<file path="src/rtl/rvfi_check_ctrl.sv">
// rvfi_check_ctrl: sequencer for a single-instruction RVFI checker.
// Holds the checker in reset for a fixed window, then counts RUN cycles and
// watches the retirement stream for the target instruction order. Fires a
// one-cycle check strobe when the target retires on the selected channel and
// reports whether its predecessor (order target-1) has already retired.
module rvfi_check_ctrl #(
    parameter int          NRET       = 1,
    parameter int          CHANNEL    = 0,
    parameter int          RST_CYCLES = 1,
    parameter int          MIN_CYCLE  = 0,
    parameter logic [15:0] MAX_CYCLE  = 16'hffff
) (
    input  logic               clock,
    input  logic               resetn,
    input  logic [NRET-1:0]    rvfi_valid,
    input  logic [64*NRET-1:0] rvfi_order,
    input  logic [63:0]        target_order,
    output logic               check_reset,
    output logic               check,
    output logic               pred_seen,
    output logic               done,
    output logic               timeout,
    output logic [15:0]        cycle
);

    typedef enum logic [1:0] {
        ST_RST,
        ST_RUN,
        ST_DONE,
        ST_TIMEOUT
    } state_t;

    state_t      state_q,   state_d;
    logic [31:0] rst_cnt_q, rst_cnt_d;
    logic [15:0] cycle_q,   cycle_d;
    logic        pred_q,    pred_d;
    logic [63:0] tgt_q,     tgt_d;

    logic        in_run;
    logic        tgt_nonzero;
    logic        min_ok;
    logic        hit;
    logic        pred_hit;
    logic        pred_lo;
    logic [63:0] tgt_m1;

    assign in_run      = (state_q == ST_RUN);
    assign tgt_nonzero = (tgt_q != 64'd0);
    assign tgt_m1      = tgt_q - 64'd1;
    assign min_ok      = ($signed({16'd0, cycle_q}) >= MIN_CYCLE);

    // Match the target on the checked channel and the predecessor on any
    // channel; a predecessor on a lower channel counts in the same cycle
    // because lower channels retire earlier in program order.
    always_comb begin
        logic ph;
        logic pl;
        ph = 1'b0;
        pl = 1'b0;
        for (int i = 0; i < NRET; i++) begin
            if (rvfi_valid[i] && (rvfi_order[64*i +: 64] == tgt_m1)) begin
                ph = 1'b1;
                if (i < CHANNEL) begin
                    pl = 1'b1;
                end
            end
        end
        hit      = in_run && rvfi_valid[CHANNEL] &&
                   (rvfi_order[64*CHANNEL +: 64] == tgt_q) && min_ok;
        pred_hit = in_run && tgt_nonzero && ph;
        pred_lo  = in_run && tgt_nonzero && pl;
    end

    // Next-state logic for the sequencer, the cycle counter and sticky state.
    always_comb begin
        state_d   = state_q;
        rst_cnt_d = rst_cnt_q;
        cycle_d   = cycle_q;
        pred_d    = pred_q;
        tgt_d     = tgt_q;
        case (state_q)
            ST_RST: begin
                if (rst_cnt_q == 32'(RST_CYCLES - 1)) begin
                    rst_cnt_d = 32'd0;
                    tgt_d     = target_order;
                    state_d   = ST_RUN;
                end else begin
                    rst_cnt_d = rst_cnt_q + 32'd1;
                end
            end
            ST_RUN: begin
                if (cycle_q < MAX_CYCLE) begin
                    cycle_d = cycle_q + 16'd1;
                end
                if (pred_hit) begin
                    pred_d = 1'b1;
                end
                if (hit) begin
                    state_d = ST_DONE;
                end else if (cycle_q == MAX_CYCLE) begin
                    state_d = ST_TIMEOUT;
                end
            end
            default: begin
                state_d = state_q;
            end
        endcase
    end

    // State registers; reset clears everything and reopens the reset window.
    always_ff @(posedge clock or negedge resetn) begin
        if (!resetn) begin
            state_q   <= ST_RST;
            rst_cnt_q <= 32'd0;
            cycle_q   <= 16'd0;
            pred_q    <= 1'b0;
            tgt_q     <= 64'd0;
        end else begin
            state_q   <= state_d;
            rst_cnt_q <= rst_cnt_d;
            cycle_q   <= cycle_d;
            pred_q    <= pred_d;
            tgt_q     <= tgt_d;
        end
    end

    assign check_reset = (state_q == ST_RST);
    assign check       = hit;
    assign pred_seen   = tgt_nonzero && (pred_q || pred_lo);
    assign done        = (state_q == ST_DONE);
    assign timeout     = (state_q == ST_TIMEOUT);
    assign cycle       = cycle_q;

endmodule

</file>
<file path="config.mk">
export PLATFORM = sky130hd
export DESIGN_NAME = rvfi_check_ctrl
export DESIGN_NICKNAME = d
export VERILOG_FILES = /design/src/rtl/rvfi_check_ctrl.sv
export SDC_FILE = /design/constraint.sdc
export NUM_CORES = 1
export LEC_CHECK = 0
export CORE_MARGIN = 2
export CORE_UTILIZATION = 52
export CTS_CLUSTER_SIZE = 40
export DETAILED_ROUTE_END_ITERATION = 6
export PLACE_DENSITY = 0.81
export SYNTH_ARGS = -nofsm -noshare
export SYNTH_HDL_FRONTEND = slang
export SYNTH_SLANG_ARGS = --single-unit
export TNS_END_PERCENT = 10
</file>
<file path="constraint.sdc">
create_clock -name clock -period 3.46 [get_ports clock]
set_clock_uncertainty 0.05 [all_clocks]
set_input_delay 0.519 -clock clock [delete_from_list [all_inputs] [get_ports clock]]
set_output_delay 0.519 -clock clock [all_outputs]
set_load 0.05 [all_outputs]
</file>
==> summary.md, run 1 <==
| Metric | Value |
|---|---|
| Worst Setup Start Kind | flop |
| Chip height | around 120 µm |
| GP Congestion | approximately 1 |
| Io pins | about 150 |
| Worst path slowest cell | or4_4 |
| CP most frequent cell | or4_4 |
| H-tree Lvls | 4 |
| Clock-pin slew on the worst setup and hold paths | 0.06 ns |
| Via Count | 6685 |
| Minimum clock period | about 3.3 ns |
| Post-Syn Nets | 901 |
| Core area | approximately 14000 µm² |
| Root buffer selected by CTS | clkbuf_16 |
| Pwr dens | between 300 and 400 nW/µm² |
| VDD IR max | 0.000335 V |
| Layout area overhead | 34.8% |
| EDFF count, synth | 0 |
| Max Fanout on Critical Path | 6 |
| Sequential Area | roughly 2900 µm² |
| Critical path's top delay family | simple AND/OR/NAND/NOR gates |
| Synth unique cells | just over 60 |
| Initial Util | 0.531 |
| ANT nets after route | 0 |
| Max Fclk | 300 MHz |
| Drt total wl | about 22000 µm |
| Initial antenna violation count | 0 |
| Port-buffer cells | around 150 |
| WL/cell | between 15 and 20 µm |
| Post-synthesis sequential area ratio | 0.391 |
| WP data required | 2.89 ns |
| Post-Synthesis Cells | 766 |
| Post-synth ARST share | 1.00 |
| Measured slew at the worst slew-check pin | between 0.8 and 0.9 ns |
| Fillers | ~1100 |
| Worst Path Arrival | roughly 2.8 ns |
| Pleak | around 4.3 nW |
| Fin. max-slew vios | 0 |
| Worst setup EP type | output port |
| Max-Cap Viols | 0 |
| Drt pass-1 iters | 5 |
| HPWL after detailed placement | around 16000 µm |
| DRT iter0 DRCs | ~680 |
| Buf/Inv on CP | 1 |
| Number of buffers created by CTS | 17 |
| First-pass GRT wire length | roughly 34000 µm |
| Synth Warn # | 0 |
| Core Rows | 43 |
| Fin Hold WS | approximately 0.16 ns |
| Slew Limit Headroom | 0.421 |
| Die X | roughly 120 µm |
| Mean Syn Cell Area | just under 10 µm² |
| Kind of critical path | reg -> out |
| CTS Buffer Depth | 2 |
| CTS Hold Bufs | 0 |
| Drt via density | between 5 and 6 |
| Die area | roughly 15000 µm² |
| Total power | between 3 and 4 mW |
| Status | finished, final reports clean |
| Dpl ws | approximately 0.18 ns |
| TritonCTS clock tree | done |
| Worst path max stage delay | approximately 0.57 ns |
| Clock sinks | 115 |
| Crit share post-route | 0.964 |
| # DRC | 0 |
| Mapped Area | around 7400 µm² |
| Final worst slack | between 0.1 and 0.15 ns |
| CP cell instances | or4_4 > or4_4 > or3_4 > nor4_4 > nor2_1 > buf_4 |
| Vias in the first global route | about 6700 |
| Count of final hold-check violations | 0 |
| ANT cells | 0 |
| # nets final | 1077 |
| Main synth FF type | dfrtp_1 |
| All-layer global routing usage | 0.296 |
| Multi-input logic area | 4370 µm² |
| GRT overflow | 0 |
| Synthesized flop and latch total | ~120 |
| Maximum number of pins on one net before global-route repair | 70 |
| Type of the tightest min-delay check | in -> async |
| Clk_lat worst skew | approximately 0.43 ns |
| Final setup viols | 0 |
| Layout cells sized above 1 | 0.163 |
area by class of cell:
class                           instances  area share
Sequential cell                       115       0.290
Inverter                               19     0.00719
Multi-Input combinational cell        609       0.441
Clock buffer                           18      0.0442
Clock inverter                         14      0.0178
Tap cell                              180      0.0227
Timing Repair Buffer                  180       0.177
registers in the layout, indices dropped and copies added (netlist names):
name / count
rst_cnt_q: 32
tgt_q: 64
cycle: 16
state_q: 2
pred_q: 1
report_power, final:
part           total (mW)  leakage (nW)  internal [mW]  switching, mW
Sequential           1.35          1.57           1.35              0
Clock                1.83         0.297           1.16          0.677
Combinational       0.309          2.41          0.177          0.132
cell usage after synthesis (all sizes together) (2+ instances only):
| library cell | n | area (µm²) |
|---|---|---|
| mux2i | 7 | 70.1 |
| and2 | 4 | 25.0 |
| nor3 | 33 | 170 |
| nor3b | 5 | 37.5 |
| clkbuf | 19 | 71.3 |
| nor4bb | 2 | 20.0 |
| or2 | 8 | 50.1 |
| o2111ai | 3 | 26.3 |
| xnor2 | 58 | 508 |
| dfrtp | 115 | 2880 |
| o211ai | 2 | 15.0 |
| nor4 | 46 | 307 |
| nor2 | 50 | 188 |
| inv | 19 | 71.3 |
| o21ai | 28 | 140 |
| nand3b | 7 | 52.6 |
| or4 | 11 | 86.3 |
| mux2 | 63 | 709 |
| a211oi | 2 | 15.0 |
| a211o | 3 | 26.3 |
| o221ai | 2 | 17.5 |
| and4 | 4 | 35.0 |
| o31ai | 2 | 15.0 |
| nand3 | 33 | 165 |
| or3 | 11 | 73.8 |
| o2bb2ai | 3 | 26.3 |
| nand4 | 25 | 163 |
| and3 | 13 | 81.3 |
| a31oi | 6 | 37.5 |
| nand4b | 4 | 35.0 |
| o21a | 3 | 22.5 |
| nand2 | 47 | 176 |
| buf | 4 | 18.8 |
| a21oi | 11 | 55.1 |
| xor2 | 76 | 666 |
| nor2b | 5 | 31.3 |
| nand2b | 12 | 75.1 |
| ha | 4 | 50.1 |
| or4b | 2 | 20.0 |
| nor4b | 2 | 23.8 |
layout by cell type (no fill, tap or decap), types with 5 or more instances in the layout:
cell and instances:
nor2b_1 5, and3_1 13, a31oi_1 6, or2_2 8, nand2b_1 12, nand3_1 33
mux2_2 63, inv_1 19, a21oi_1 11, or3_1 10, o21ai_0 26, nand3b_1 7
clkbuf_16 17, nor2_1 50, dfrtp_1 112, nand2_1 47, or4_1 7, mux2i_1 7
xnor2_1 58, nand4_1 24, nor3b_1 5, nor4_1 41, buf_4 29, clkdlybuf4s50_1 148
nor3_1 31, xor2_1 76
routing by layer:
metal / GRT usage / up-vias / wire, µm
met2: 0.459 / 276 / 9890
li1: - / 3144 / -
met4: 0.116 / 0 / 674
met1: 0.389 / 3207 / 9370
met3: 0.0904 / 58 / 1890
met5: 0 / - / 0
repair_timing:
item / 4_1_cts / 5_1_grt
endpoints found under the setup margin: 1 / 2
endpoints found under the hold margin: 0 / 0
buffers inserted: 0 / 4
pin swaps: 0 / 1
resized for setup: 2 / 7
worst register-to-register path: stages, from the launching register on:
cell and delay (ns):
dfrtp_1 0.40, or4_4 0.53, or4_4 0.57, nor3_1 0.34, nor4bb_1 0.30, xor2_1 0.15, nor4_1 0.41, nand4_1 0.17
o41ai_2 0.22
logic make-up (layout without fill, tap and decap cells):
group	after synthesis	count (layout)	share of synthesized area
mux	70	70	0.106
flops	115	115	0.391
xor+xnor	134	134	0.159
buf+inv	42	231	0.0219
fa+ha+maj	4	4	0.00679
compound gates	75	75	0.0661
simple gates	326	326	0.249
worst paths after layout:
check	startpoint	end	slack [ns]	depth (start not counted)
min reg2reg	pred_q	pred_q	0.41	2
max	tgt_q[31]	pred_seen	0.12	6
min	resetn	tgt_q[14]	0.16	1
max reg2reg	tgt_q[31]	pred_q	0.23	8
min in group clock	pred_q	pred_q	0.41	2
max in group asynchronous	resetn	cycle[1]	2.47	2
through the flow:
stage | util | area, µm² | std cells | TNS (ns)
floorplan | - | 7370 | 766 | 0
global placement | 0.666 | 9240 | 1099 | 0
detailed placement | 0.666 | 9240 | 1099 | 0
CTS | 0.711 | 9870 | 1131 | 0
global route | 0.715 | 9930 | 1135 | -0.0156
finish | 0.715 | 9930 | 1135 | 0
Power figures use the tool's default switching activity.
==> run 2: changes to the inputs <==
- PLACE_DENSITY: 0.81 -> 0.82
==> summary.md, run 2 (synthesized netlist as in run 1, its figures left out) <==
| Metric | Value |
|---|---|
| Status | finished, final reports clean |
| Type of the tightest min-delay check | in -> async |
| Max reg flops | 64 (unchanged) |
| Commonest non-fill, non-tap cell in the layout | clkdlybuf4s50_1 |
| Crit share post-route | 0.984 (+0.0200) |
| Max Fanout on Critical Path | 5 (-1) |
| Minimum clock period | 3.41 ns (+0.0691 ns) |
| Sequential Area | 2880 µm² (about the same) |
| Worst r2r src | tgt_q[35] |
| DRT iter0 DRCs | 512 (-24%) |
| Multi-input logic area | 4380 µm² (about the same) |
| RSZ-0062 raised after global routing | no |
| All-layer global routing usage | 0.295 (-0.00161) |
| Drt total wl | 21600 µm (-1.2%) |
| Drt via density | 5.86 (-0.45%) |
| VDD IR max | 0.000332 V (-0.82%) |
| Vias in the first global route | 6507 (-2.2%) |
| Total power | 3.50 mW (+0.38%) |
| GP Congestion | 0.999 (+0.43%) |
| GRT overflow | 0 (unchanged) |
| CTS Buffer Depth | 2 (unchanged) |
| Clk_lat worst skew | 0.43 ns (about the same) |
| Clock sinks | 115 (unchanged) |
| Count of final hold-check violations | 0 (unchanged) |
| CP cell instances | or4_4 > or4_4 > or3_4 > nor4_4 > nor2_2 > buf_6 |
| ANT nets after route | 0 (unchanged) |
| H-tree Lvls | 4 (unchanged) |
| Die area | 15100 µm² (unchanged) |
| Reg-to-Reg End | pred_q |
| Worst reg2reg path depth | 10 (+2) |
| Drt pass-1 iters | 5 (unchanged) |
| Worst Setup Start Kind | flop |
| Layout area overhead | 34.0% |
| Root buffer selected by CTS | clkbuf_16 |
| CP Capture Point | pred_seen |
| WP data required | 2.89 ns (about the same) |
| # nets final | 1069 (-0.74%) |
| First-pass GRT wire length | 33600 µm (-1.7%) |
| Core Rows | 43 (unchanged) |
| Chip height | 123 µm (unchanged) |
| Core area | 13900 µm² (unchanged) |
| Via Count | 6608 (-1.2%) |
| Clock-pin slew on the worst setup and hold paths | 0.05 ns (about the same) |
| WL/cell | 19.1 µm (-0.50%) |
| Worst setup EP type | output port |
| Kind of critical path | reg -> out |
| Worst reg2reg setup slack | 0.30 ns (+0.07 ns) |
| Final setup viols | 0 (unchanged) |
| Number of buffers created by CTS | 17 (unchanged) |
| CP most frequent cell | or4_4 |
| Pwr dens | 355 nW/µm² (+0.91%) |
| Final core utilization | 0.711 (-0.00379) |
| ANT cells | 0 (unchanged) |
| Maximum number of pins on one net before global-route repair | 69 (-1.4%) |
| Worst path slowest cell | or4_4 |
| Slew Limit Headroom | 0.424 (+0.00246) |
| Worst Path Arrival | 2.84 ns (+0.07 ns) |
| Final worst slack | 0.0540 ns (-0.0691 ns) |
| Max Fclk | 294 MHz (-2.0%) |
| Fin. max-slew vios | 0 (unchanged) |
| Crit. Startpoint | tgt_q[35] |
| Port-buffer cells | 151 (unchanged) |
| # DRC | 0 (unchanged) |
| Initial antenna violation count | 0 (unchanged) |
| Pleak | 4.24 nW (-0.86%) |
| Worst path max stage delay | 0.55 ns (-0.02 ns) |
| Io pins | 152 (unchanged) |
| Layout cells sized above 1 | 0.154 (-0.00918) |
| Max-Cap Viols | 0 (unchanged) |
| Initial Util | 0.531 (unchanged) |
| CTS Hold Bufs | 0 (unchanged) |
| Most frequent cells in the layout | clkdlybuf4s50_1 (148), dfrtp_1 (114), xor2_1 (76), mux2_2 (63), xnor2_1 (58) |
| Setup_tns | 0 ns (unchanged) |
| Die X | 123 µm (unchanged) |
| Fillers | 1042 (-3.1%) |
| Fin Hold WS | 0.164 ns (+0.00586 ns) |
| Largest reg by FF count | tgt_q |
| HPWL after detailed placement | 16000 µm (-0.54%) |
| Dpl ws | 0.231 ns (+0.0514 ns) |
| Measured slew at the worst slew-check pin | 0.865 ns (-0.00368 ns) |
| TritonCTS clock tree | done |
## run 2: stage by stage
step,std cells,area [µm²]
after floorplan,766,7370
after global placement,1092,9190
after detailed placement,1092,9190
after CTS,1125,9840
after global routing,1127,9870
final,1127,9870
## run 2: worst max-delay path: cells and delay by family (launching register included)
kind          cells  cell delay [ns]
flops             1             0.42
buf+inv           1             0.16
simple gates      5             1.82
## run 2: metal layers
layer | up-vias | global-route usage | share of wire
met1 | 3120 | 0.389 | 0.43
met2 | 303 | 0.440 | 0.44
met4 | 0 | 0.151 | 0.038
met3 | 62 | 0.0858 | 0.093
li1 | 3123 | - | -
met5 | - | 0 | 0
## run 2: final cells by class
class / instances / area share
clock inverter: 11 / 0.0151
multi-input combinational: 609 / 0.443
sequential: 115 / 0.292
inverter: 19 / 0.00722
tap: 180 / 0.0228
clock buffer: 21 / 0.0476
timing repair buffer: 172 / 0.172
## run 2: timing repair
item | CTS | global route
pin swaps | 1 | 0
endpoints found under the setup margin | 1 | 1
gates resized for setup | 4 | 5
buffers inserted | 1 | 2
## run 2: worst min-delay path by stage
| stage | startpoint | to | slack [ns] | depth (start not counted) |
|---|---|---|---|---|
| CTS | resetn | tgt_q[4] | 0.19 | 1 |
| global route | resetn | tgt_q[4] | 0.24 | 1 |
| floorplan | resetn | cycle[0] | 0.17 | 0 |
| detailed placement | pred_q | pred_q | 0.38 | 2 |
| global placement | pred_q | pred_q | 0.39 | 2 |
| finish | resetn | tgt_q[4] | 0.16 | 1 |
## run 2: report_power, final
part | total [mW] | leakage (nW) | internal [mW] | switching (mW)
registers | 1.35 | 1.57 | 1.35 | 0
logic | 0.308 | 2.37 | 0.177 | 0.131
clock network | 1.85 | 0.296 | 1.19 | 0.657
==> run 3: changes to the inputs <==
- CORE_MARGIN: 2 -> default
==> summary.md, run 3 (synthesized netlist as in run 1, its figures left out) <==
| Metric | Value |
|---|---|
| Status | finished, final reports clean |
| Drt via density | 5.97 (+1.9%) |
| Number of buffers created by CTS | 17 (unchanged) |
| Final worst slack | 0.0804 ns (+0.0264 ns) |
| Die X | 121 µm (-1.6%) |
| CP cell instances | or4_4 > or4_4 > or3_4 > nor4_4 > nor2_1 > buf_6 |
| # DRC | 0 (unchanged) |
| RSZ-0062 raised after global routing | yes |
| Pleak | 4.24 nW (about the same) |
| Setup_tns | 0 ns (unchanged) |
| Minimum clock period | 3.38 ns (-0.0264 ns) |
| All-layer global routing usage | 0.303 (+0.00870) |
| Via Count | 6755 (+2.2%) |
| Drt pass-1 iters | 5 (unchanged) |
| Clock sinks | 115 (unchanged) |
| VDD IR max | 0.000323 V (-2.7%) |
| Fin. max-slew vios | 0 (unchanged) |
| GRT overflow | 0 (unchanged) |
| CTS Buffer Depth | 2 (unchanged) |
| Measured slew at the worst slew-check pin | 0.743 ns (-0.122 ns) |
| Max reg flops | 64 (unchanged) |
| First-pass GRT wire length | 34000 µm (+1.1%) |
| Die area | 14600 µm² (-3.2%) |
| Drt total wl | 21600 µm (about the same) |
| Worst path slowest cell | or4_4 |
| Chip height | 121 µm (-1.6%) |
| Layout area overhead | 34.1% (about the same) |
| H-tree Lvls | 4 (unchanged) |
| CTS Hold Bufs | 0 (unchanged) |
| Io pins | 152 (unchanged) |
| Core Rows | 43 (unchanged) |
| WL/cell | 19.1 µm (-0.39%) |
| Fin Hold WS | 0.0203 ns (-0.144 ns) |
| CP most frequent cell | or4_4 |
| Kind of critical path | reg -> out |
| Slew Limit Headroom | 0.500 (+0.0768) |
| Most frequent cells in the layout | clkdlybuf4s50_1 (148), dfrtp_1 (112), xor2_1 (76), mux2_2 (63), xnor2_1 (58) |
| # nets final | 1073 (+0.37%) |
| Worst Path Arrival | 2.81 ns (-0.03 ns) |
| Max-Cap Viols | 0 (unchanged) |
| Core area | 13800 µm² (-0.39%) |
| Max Fclk | 296 MHz (+0.78%) |
| Largest reg by FF count | tgt_q |
| Dpl ws | 0.154 ns (-0.0775 ns) |
| GP Congestion | 1.01 (+0.74%) |
| Type of the tightest min-delay check | in -> async |
| Commonest non-fill, non-tap cell in the layout | clkdlybuf4s50_1 |
| Initial antenna violation count | 0 (unchanged) |
| DRT iter0 DRCs | 633 (+24%) |
| Worst path max stage delay | 0.57 ns (+0.02 ns) |
| Maximum number of pins on one net before global-route repair | 69 (unchanged) |
| Initial Util | 0.533 (+0.00206) |
| Layout cells sized above 1 | 0.160 (+0.00566) |
| Vias in the first global route | 6577 (+1.1%) |
| HPWL after detailed placement | 15600 µm (-2.2%) |
| Worst Setup Start Kind | flop |
| TritonCTS clock tree | done |
| Worst setup EP type | output port |
| ANT cells | 0 (unchanged) |
| Port-buffer cells | 151 (unchanged) |
| Max Fanout on Critical Path | 6 (+1) |
| Crit share post-route | 0.977 (-0.00763) |
| Clk_lat worst skew | 0.42 ns (about the same) |
| Root buffer selected by CTS | clkbuf_16 |
| Clock-pin slew on the worst setup and hold paths | 0.06 ns (about the same) |
| ANT nets after route | 0 (unchanged) |
| Count of final hold-check violations | 0 (unchanged) |
| WP data required | 2.89 ns (about the same) |
| Final setup viols | 0 (unchanged) |
| Pwr dens | 346 nW/µm² (-2.3%) |
-- run 3: worst paths after layout --
path                       depth (start not counted)  startpoint  slack [ns]   endpoint
setup / recovery                                   6   tgt_q[36]        0.08  pred_seen
hold / removal                                     1      resetn        0.02   tgt_q[7]
setup reg to reg                                  10   tgt_q[31]        0.22     pred_q
hold reg to reg                                    2      pred_q        0.43     pred_q
max in group asynchronous                          2      resetn        2.55  tgt_q[40]
min in group clock                                 2      pred_q        0.43     pred_q
-- run 3: layout make-up --
type                            count  area, µm²
Tap cell                          180        225
Multi-Input combinational cell    609       4380
Sequential cell                   115       2880
Clock inverter                     14        154
Clock buffer                       18        439
Fill cell                        1031       3950
Timing Repair Buffer              176       1730
Inverter                           19       71.3
-- run 3: per-stage QoR --
stage	total power, mW	std cells	instance area (µm²)	utilization
after global placement	1.67	1095	9210	0.666
after floorplan	1.45	766	7370	-
after global routing	3.52	1131	9880	0.715
final	3.42	1131	9880	0.715
after CTS	3.44	1127	9820	0.710
after detailed placement	1.67	1095	9210	0.666
-- run 3: metal layers --
| layer | global-route usage | part of all wire |
|---|---|---|
| met1 | 0.397 | 0.43 |
| met2 | 0.488 | 0.46 |
| met3 | 0.0742 | 0.086 |
| met4 | 0.104 | 0.025 |
| met5 | 0 | 0 |
-- run 3: where the power goes --
group          switching [mW]  internal, mW
Combinational           0.132         0.177
Clock                   0.686          1.08
Sequential                  0          1.35
Total                   0.817          2.61
-- run 3: timing repair --
item	CTS	global route
pin swaps	0	2
resized for setup	3	7
endpoints found under the setup margin	1	2
setup buffers	0	4
-- run 3: worst max-delay path: cells and delay by family (launching register included) --
family,cells,cell delay [ns]
and+or+nand+nor,5,1.77
DFF,1,0.44
buffers and inverters,1,0.17
